--- src/rtl/contador_param_limites.sv ---
// contador_param_limites: N-bit up/down counter with run-time step, programmable limits and wrap/saturate/bounce modes
module contador_param_limites #(
  parameter int NBITS = 8,
  parameter int STEP_BITS = 4,
  parameter int EVT_BITS = 4,
  parameter logic [NBITS-1:0] RESET_VALUE = '0
) (
  input  logic                 clk_2,
  input  logic                 reset,
  input  logic                 congelamento,
  input  logic                 carregar,
  input  logic [NBITS-1:0]     valor_carga,
  input  logic                 decrescente,
  input  logic [STEP_BITS-1:0] passo,
  input  logic [1:0]           modo,
  input  logic [NBITS-1:0]     lim_inf,
  input  logic [NBITS-1:0]     lim_sup,
  output logic [NBITS-1:0]     counter,
  output logic                 dir_down,
  output logic                 tc,
  output logic [EVT_BITS-1:0]  n_eventos,
  output logic                 no_sup,
  output logic                 no_inf,
  output logic                 erro
);
  localparam int W = NBITS + STEP_BITS + 1;
  typedef enum logic {SOBE, DESCE} estado_t;
  estado_t estado, estado_nxt;
  logic [NBITS-1:0] counter_nxt, carga;
  logic [EVT_BITS-1:0] ev_nxt;
  logic signed [W-1:0] c_s, p_s, inf_s, sup_s, soma;
  logic dn, evento, fora, dir_nxt, tc_nxt;
  assign erro = lim_inf > lim_sup;
  assign no_sup = counter == lim_sup;
  assign no_inf = counter == lim_inf;
  assign dn = modo == 2'b10 ? estado == DESCE : decrescente;
  // widened signed arithmetic so a step past either limit never wraps internally
  assign c_s = signed'(W'(counter));
  assign p_s = signed'(W'(passo));
  assign inf_s = signed'(W'(lim_inf));
  assign sup_s = signed'(W'(lim_sup));
  assign soma = dn ? c_s - p_s : c_s + p_s;
  assign evento = dn ? soma < inf_s : soma > sup_s;
  assign fora = counter > lim_sup || counter < lim_inf;
  assign carga = erro ? valor_carga : valor_carga < lim_inf ? lim_inf : valor_carga > lim_sup ? lim_sup : valor_carga;
  always_comb begin
    counter_nxt = counter;
    estado_nxt = estado;
    dir_nxt = dir_down;
    tc_nxt = 1'b0;
    ev_nxt = n_eventos;
    if (carregar) counter_nxt = carga;
    else if (!(congelamento || erro)) begin
      dir_nxt = dn;
      if (fora) counter_nxt = counter > lim_sup ? lim_sup : lim_inf;
      else if (evento) begin
        tc_nxt = 1'b1;
        ev_nxt = &n_eventos ? n_eventos : n_eventos + EVT_BITS'(1);
        counter_nxt = modo == 2'b00 ? (dn ? lim_sup : lim_inf) : (dn ? lim_inf : lim_sup);
        if (modo == 2'b10) begin
          estado_nxt = estado == SOBE ? DESCE : SOBE;
          dir_nxt = !dn;
        end
      end else counter_nxt = soma[NBITS-1:0];
    end
  end
  always_ff @(posedge clk_2) begin
    if (reset) begin
      counter <= RESET_VALUE;
      estado <= SOBE;
      dir_down <= 1'b0;
      tc <= 1'b0;
      n_eventos <= '0;
    end else begin
      counter <= counter_nxt;
      estado <= estado_nxt;
      dir_down <= dir_nxt;
      tc <= tc_nxt;
      n_eventos <= ev_nxt;
    end
  end
endmodule

--- config.mk ---
export PLATFORM = sky130hd
export DESIGN_NAME = contador_param_limites
export DESIGN_NICKNAME = d
export VERILOG_FILES = /design/src/rtl/contador_param_limites.sv
export SDC_FILE = /design/constraint.sdc
export NUM_CORES = 1
export LEC_CHECK = 0
export ABC_AREA = 1
export BUFFER_PORTS_ARGS = -buffer_cell sky130_fd_sc_hd__buf_2
export CORE_ASPECT_RATIO = 0.7
export CORE_MARGIN = 3
export CORE_UTILIZATION = 27
export DETAILED_ROUTE_END_ITERATION = 7
export GPL_TIMING_DRIVEN = 0
export HOLD_SLACK_MARGIN = 0.12
export MAX_ROUTING_LAYER = met4
export PLACE_DENSITY = 0.46
export REMOVE_ABC_BUFFERS = 1
export SETUP_SLACK_MARGIN = 0.15
export SLEW_MARGIN = 20
export SYNTH_ARGS = -nofsm -noshare
export SYNTH_HDL_FRONTEND = slang
export SYNTH_SLANG_ARGS = --single-unit
--- constraint.sdc ---
create_clock -name clk_2 -period 4.3 [get_ports clk_2]
set_input_delay 0.215 -clock clk_2 [delete_from_list [all_inputs] [get_ports clk_2]]
set_output_delay 0.215 -clock clk_2 [all_outputs]
set_load 0.02 [all_outputs]
==> impl_metrics.py, run 1 <==
metrics = {
    "outcome": {
        "status": "complete, no violations",
    },
    "setup_path": {
        "path_class": "reg -> reg",
        "critPathLaunchType": "flip-flop",
        "reg2reg_setup_slack_ps": 660,
        "crit_buf_inv": 5,
        "cp.required_ps": 4430,
        "worstSetupEndpointType": "flip-flop",
        "slowest_delay_ps": 380,
        "path_common_cell": "nand2_1",
        "slowest_stage": "fa_1",
        "path_delay_family": "simple AND/OR/NAND/NOR gates",
        "critical_path_peak_fanout": 10,
        "cp.arrival_ps": 3770,
    },
    "synthesis": {
        "synth.largest_area_cell": "ha_1",
        "ys.flop_type": "dfxtp_1",
        "ys_warn_count": 0,
        "synth_top_area_frac": 0.244,
        "synth_cells": 509,
        "synth_area_leaders": "ha_1 24%, nand2_1 17%, dfxtp_1 9.3%, inv_1 8.4%, nand3_1 5.6%",
        "yosysMostFrequentCell": "nand2_1",
        "netlist_area_um2": 3230,
        "synth_edf_count": 0,
        "seq_area_frac_synth": 0.0930,
        "yosysUniqueCellTypes": 42,
        "ys_ff_latch": 15,
        "syn_area_per_cell_um2": 6.34,
        "async_reset_ff_frac": 0,
        "synthTopCellsByCount": "150 x nand2_1, 72 x inv_1, 63 x ha_1",
    },
    "timing": {
        "finClkSkew_ps": 2.12,
        "tightest_slew_ps": 624,
        "tns_ps": 0,
        "fmaxAchievable_mhz": 275,
        "maxSlewViolCount": 0,
        "period_share": 0.847,
        "finalHoldViolCount": 0,
        "relSlewSlack": 0.583,
        "setup_viol": 0,
        "min_period_ps": 3640,
        "rsz0062_at_grt": "false",
    },
    "grt": {
        "grt_pass1_vias": 3247,
        "grt_usage": 0.162,
        "grt_max_degree": 19,
        "grt_overflow_total": 0,
        "grt_pass1_wl_um": 16800,
        "grt_antenna_before_repair": 0,
    },
    "power_and_ir_drop": {
        "pwr-share-clk": 0.194,
        "power.switching_mw": 0.481,
        "total_leakage_power_nw": 2.01,
        "power_frac_comb": 0.623,
        "internal-power_mw": 0.478,
        "powerDensity_nw_per_um2": 259,
        "vdd_ir_drop_max_v": 0.0000803,
        "finalPower_mw": 0.959,
        "seq_power_share": 0.183,
        "p_sw_frac": 0.501,
    },
    "cts": {
        "numClockSinks": 15,
        "post_cts_resized": 0,
        "post_cts_buffers": 0,
        "cts_tree": "done",
        "root_buffer": "clkbuf_16",
        "clk_pin_slew_ps": 50,
        "cts_made_buffers": 3,
        "cts_htree_levels": 1,
        "clock_path_buffers": 2,
        "insertion_delay_ps": 250,
        "cts_hold_buf": 0,
    },
    "final_layout": {
        "diodes": 0,
        "drive_gt1_frac": 0.181,
        "nets": 659,
        "areaGrowthSynthToFinish_pct": 14.5,
    },
    "detailed_routing": {
        "drt_pre_antenna_iters": 5,
        "wl_per_cell_um": 14.7,
        "via_per_inst": 4.80,
        "wirelength_um": 10500,
        "drc": 0,
        "antenna_left": 0,
        "via_count": 3415,
        "drtIter0Drc": 167,
    },
    "floorplan": {
        "die_w_um": 137,
        "fp.dieH_um": 97.5,
        "start_util": 0.285,
        "design.core.area_um2": 11300,
        "fp-row-count": 32,
        "pin_count": 52,
        "dieArea_um2": 13300,
    },
    "run": {
        "cap_violations": 0,
    },
    "placement": {
        "gp_congestion": 0.860,
        "dpl.hpwl_um": 8830,
        "place.port_buffers": 51,
    },
    "min_path": {
        "hp-class": "in -> reg",
    },
}
## worst paths after layout
path / startpoint / end / depth (start not counted)
max: counter[0] / estado / 29
min: reset / estado / 2
max reg2reg: counter[0] / estado / 29
min reg2reg: n_eventos[3] / n_eventos[3] / 2
## flip-flops by register name, summed over array words and instances (netlist names)
| register | flops |
|---|---|
| n_eventos | 4 |
| estado | 1 |
| tc | 1 |
| dir_down | 1 |
| counter | 8 |
## worst reg2reg max path, delay by kind of cell, from the launching register on
family	cells	cell delay, ps
flops	1	330
fa+ha+maj	3	860
simple gates	19	1450
xor+xnor	1	260
compound gates	1	140
buf+inv	5	500
## kinds of logic (layout without fill, tap and decap cells)
kind of cell,after synthesis,in the layout,synth area share
buffers and inverters,85,134,0.114
flip-flops,15,15,0.0930
AND/OR/NAND/NOR,241,241,0.332
XOR/XNOR,5,5,0.0136
AO/OA/AOI/OAI,98,98,0.191
adder cells (fa/ha/maj),65,65,0.256
## layout by cell type, fill, tap and decap left out, types with 2 or more instances in the layout
| master | netlist | final |
|---|---|---|
| nand3_1 | 36 | 36 |
| a211oi_1 | 2 | 2 |
| inv_2 | 4 | 4 |
| o21ai_4 | 2 | 2 |
| dfxtp_1 | 15 | 15 |
| o211ai_1 | 2 | 2 |
| nor2_2 | 3 | 3 |
| nand2_1 | 150 | 150 |
| clkbuf_16 | 0 | 3 |
| a21oi_2 | 10 | 10 |
| o21ai_1 | 7 | 7 |
| nor3_1 | 2 | 2 |
| nor2_1 | 26 | 26 |
| nand2_2 | 6 | 6 |
| o21ai_0 | 32 | 32 |
| a21oi_1 | 29 | 29 |
| buf_2 | 1 | 51 |
| o21ai_2 | 11 | 11 |
| ha_1 | 63 | 63 |
| nand4_1 | 6 | 6 |
| xor2_1 | 4 | 4 |
| fa_1 | 2 | 2 |
| nand2_4 | 3 | 3 |
| inv_1 | 72 | 72 |
| nor3b_1 | 2 | 2 |
## metrics by stage
| stage | util | cell area (um^2) | worst slack (ps) | std cells | hold WS (ps) |
|---|---|---|---|---|---|
| after floorplan | - | 3170 | 1160 | 503 | 277 |
| after global placement | 0.319 | 3620 | 645 | 707 | 491 |
| after detailed placement | 0.319 | 3620 | 633 | 707 | 494 |
| after CTS | 0.326 | 3700 | 620 | 711 | 338 |
| after global routing | 0.326 | 3700 | 292 | 711 | 352 |
| final | 0.326 | 3700 | 660 | 711 | 341 |
## layer usage
layer / GRT usage / routed length, um / up-vias
li1: - / - / 1770
met1: 0.251 / 5640 / 1558
met2: 0.228 / 4190 / 79
met3: 0.0145 / 525 / 8
met4: 0.0279 / 110 / 0
met5: - / 0 / -
## power groups by stage
stage               Sequential (mW)  Clock (mW)  Combinational [mW]
finish                        0.175       0.186               0.597
global placement              0.177           0               0.587
detailed placement            0.178           0               0.594
global route                  0.177       0.195               0.687
CTS                           0.175       0.190               0.599
floorplan                     0.180           0               0.419
## area by class of cell
class,count,area (um^2)
timing repair buffer,51,255
clock buffer,3,75.1
fill,1274,7630
multi-input combinational,409,2560
tap,153,191
inverter,79,309
clock inverter,1,5.00
sequential,15,300
Note: power is estimated with default switching activity, not from simulation.
==> inputs of run 2 (changes only) <==
Settings changed: PLACE_DENSITY 0.46 to 0.48.
Clock period 4.3 ns to 3.15 ns, I/O delays scaled along.
==> run 2 against run 1 <==
Net effect: the flow now finishes with violations (negative setup slack); wire length grew 3.3%; design area grew 9.7%; global-route usage grew 0.28 points; via count grew 3.4%; register-to-register slack lost 720 ps; largest cell class unchanged; clock skew grew 1.1 ps; highest routed layer unchanged; final cell count grew 3.0%; non-clock buffer count grew 20; critical endpoint is now counter[2].
==> impl_metrics.py, run 2 (synthesized netlist as in run 1, its figures left out) <==
metrics = {
    "placement": {
        "place.port_buffers": 51,
        "dp_slack_ps": -576,
        "placed_cells_incl_taps": 707,
        "gp_congestion": 0.889,
        "placed_area_um2": 3620,
        "dpl.hpwl_um": 8840,
    },
    "timing": {
        "min_period_ps": 3210,
        "setup_viol": 14,
        "relSlewSlack": 0.596,
        "period_share": 1.02,
        "maxSlewViolCount": 0,
        "fin_ws_ps": -62.8,
        "hold-worst-slack_ps": 284,
        "rsz0062_at_grt": "true",
        "finalHoldViolCount": 0,
        "finClkSkew_ps": 3.21,
        "tightest_slew_ps": 604,
        "fmaxAchievable_mhz": 311,
    },
    "run": {
        "cap_violations": 0,
    },
    "setup_path": {
        "critPathLaunchType": "flip-flop",
        "slowest_delay_ps": 340,
        "reg2reg_setup_slack_ps": -60,
        "critical_path_peak_fanout": 6,
        "worstSetupEndpointType": "flip-flop",
        "slowest_stage": "fa_2",
        "path_class": "reg -> reg",
        "cp.required_ps": 3280,
        "cp.arrival_ps": 3340,
        "path_common_cell": "nand2_1",
    },
    "grt": {
        "grt_antenna_before_repair": 0,
        "grt_pass1_vias": 3292,
        "grt_pass1_wl_um": 17300,
        "grt_usage": 0.165,
        "grt_max_degree": 19,
        "grt_overflow_total": 0,
    },
    "final_layout": {
        "design_area_um2": 4060,
        "nets": 680,
        "reg.largest.list": "counter (8), n_eventos (4)",
        "drive_gt1_frac": 0.268,
        "fillerInstances": 1242,
        "fin_cells": 732,
        "final_common_cell": "nand2_1",
        "largest_reg_flops": 8,
        "final_cell_mix": "140 x nand2_1, 68 x inv_1, 59 x ha_1, 51 x buf_2, 31 x o21ai_0",
        "diodes": 0,
        "registers.top_by_ff_count": "counter",
        "areaGrowthSynthToFinish_pct": 25.7,
    },
    "detailed_routing": {
        "drt_pre_antenna_iters": 5,
        "wirelength_um": 10800,
        "drc": 0,
        "via_per_inst": 4.83,
        "via_count": 3532,
        "antenna_left": 0,
        "wl_per_cell_um": 14.8,
        "drtIter0Drc": 300,
    },
    "power_and_ir_drop": {
        "vdd_ir_drop_max_v": 0.000126,
        "powerDensity_nw_per_um2": 373,
        "total_leakage_power_nw": 2.14,
    },
    "floorplan": {
        "design.core.area_um2": 11300,
        "start_util": 0.285,
        "pin_count": 52,
        "die_w_um": 137,
        "dieArea_um2": 13300,
        "fp.dieH_um": 97.5,
        "fp-row-count": 32,
    },
    "cts": {
        "cts_made_buffers": 3,
        "clk_pin_slew_ps": 50,
        "root_buffer": "clkbuf_16",
        "cts_tree": "done",
        "numClockSinks": 15,
        "cts_htree_levels": 1,
        "insertion_delay_ps": 250,
        "clock_path_buffers": 2,
        "cts_hold_buf": 0,
    },
    "outcome": {
        "violations": "negative setup slack",
        "status": "finished, violations left",
    },
    "min_path": {
        "hp-class": "in -> reg",
    },
}
## run 2: cell types whose count changed in the layout (fill, tap and decap cells not counted), sizes merged
cell   delta
buf      +20
nand2     +1
## run 2: critical path: cells and delay by family (launching register included)
kind,cells,cell delay (ps)
and+or+nand+nor,17,1240
adders and majority gates,3,750
buffers and inverters,5,390
DFF,1,330
AOI/OAI and AO/OA,2,190
xor gates and xnor gates,1,190
## run 2: path summary, 6_finish.rpt
check               start           end  depth (start not counted)
max            counter[0]    counter[2]                         28
min              carregar    counter[4]                          3
max reg2reg    counter[0]    counter[2]                         28
min reg2reg  n_eventos[1]  n_eventos[1]                          2
## run 2: final cells by class
cell class | instances | area (um^2) | share of cell area
Multi-Input combinational cell | 410 | 2740 | 0.674
Timing Repair Buffer | 71 | 433 | 0.107
Sequential cell | 15 | 309 | 0.0761
Inverter | 79 | 309 | 0.0761
Tap cell | 153 | 191 | 0.0472
Clock buffer | 3 | 75.1 | 0.0185
Clock inverter | 1 | 5.00 | 0.00123
## run 2: layer usage
layer | vias to the layer above | part of all wire | GRT usage
li1 | 1818 | - | -
met1 | 1608 | 0.53 | 0.260
met2 | 92 | 0.40 | 0.233
met3 | 14 | 0.052 | 0.00725
met4 | 0 | 0.014 | 0.0271
met5 | - | 0 | -
## run 2: power breakdown
part / internal, mW / switching (mW) / leakage (nW)
combinational: 0.403 / 0.615 / 1.97
sequential: 0.205 / 0.0357 / 0.124
clock: 0.170 / 0.0842 / 0.0409
## run 2: repair_timing
item                                    4_1_cts  5_1_grt
gates cloned                                  1        0
endpoints found under the setup margin       15       15
pin swaps                                    14        9
resized for setup                            36       12
buffers inserted                             18        2
## run 2: stage by stage
stage	util	setup TNS [ps]	power, mW
2_1_floorplan	-	0	0.817
3_3_place_gp	0.319	-7060	1.04
3_5_place_dp	0.319	-7150	1.05
4_1_cts	0.352	-305	1.47
5_1_grt	0.358	-3510	1.65
6_report	0.358	-442	1.51
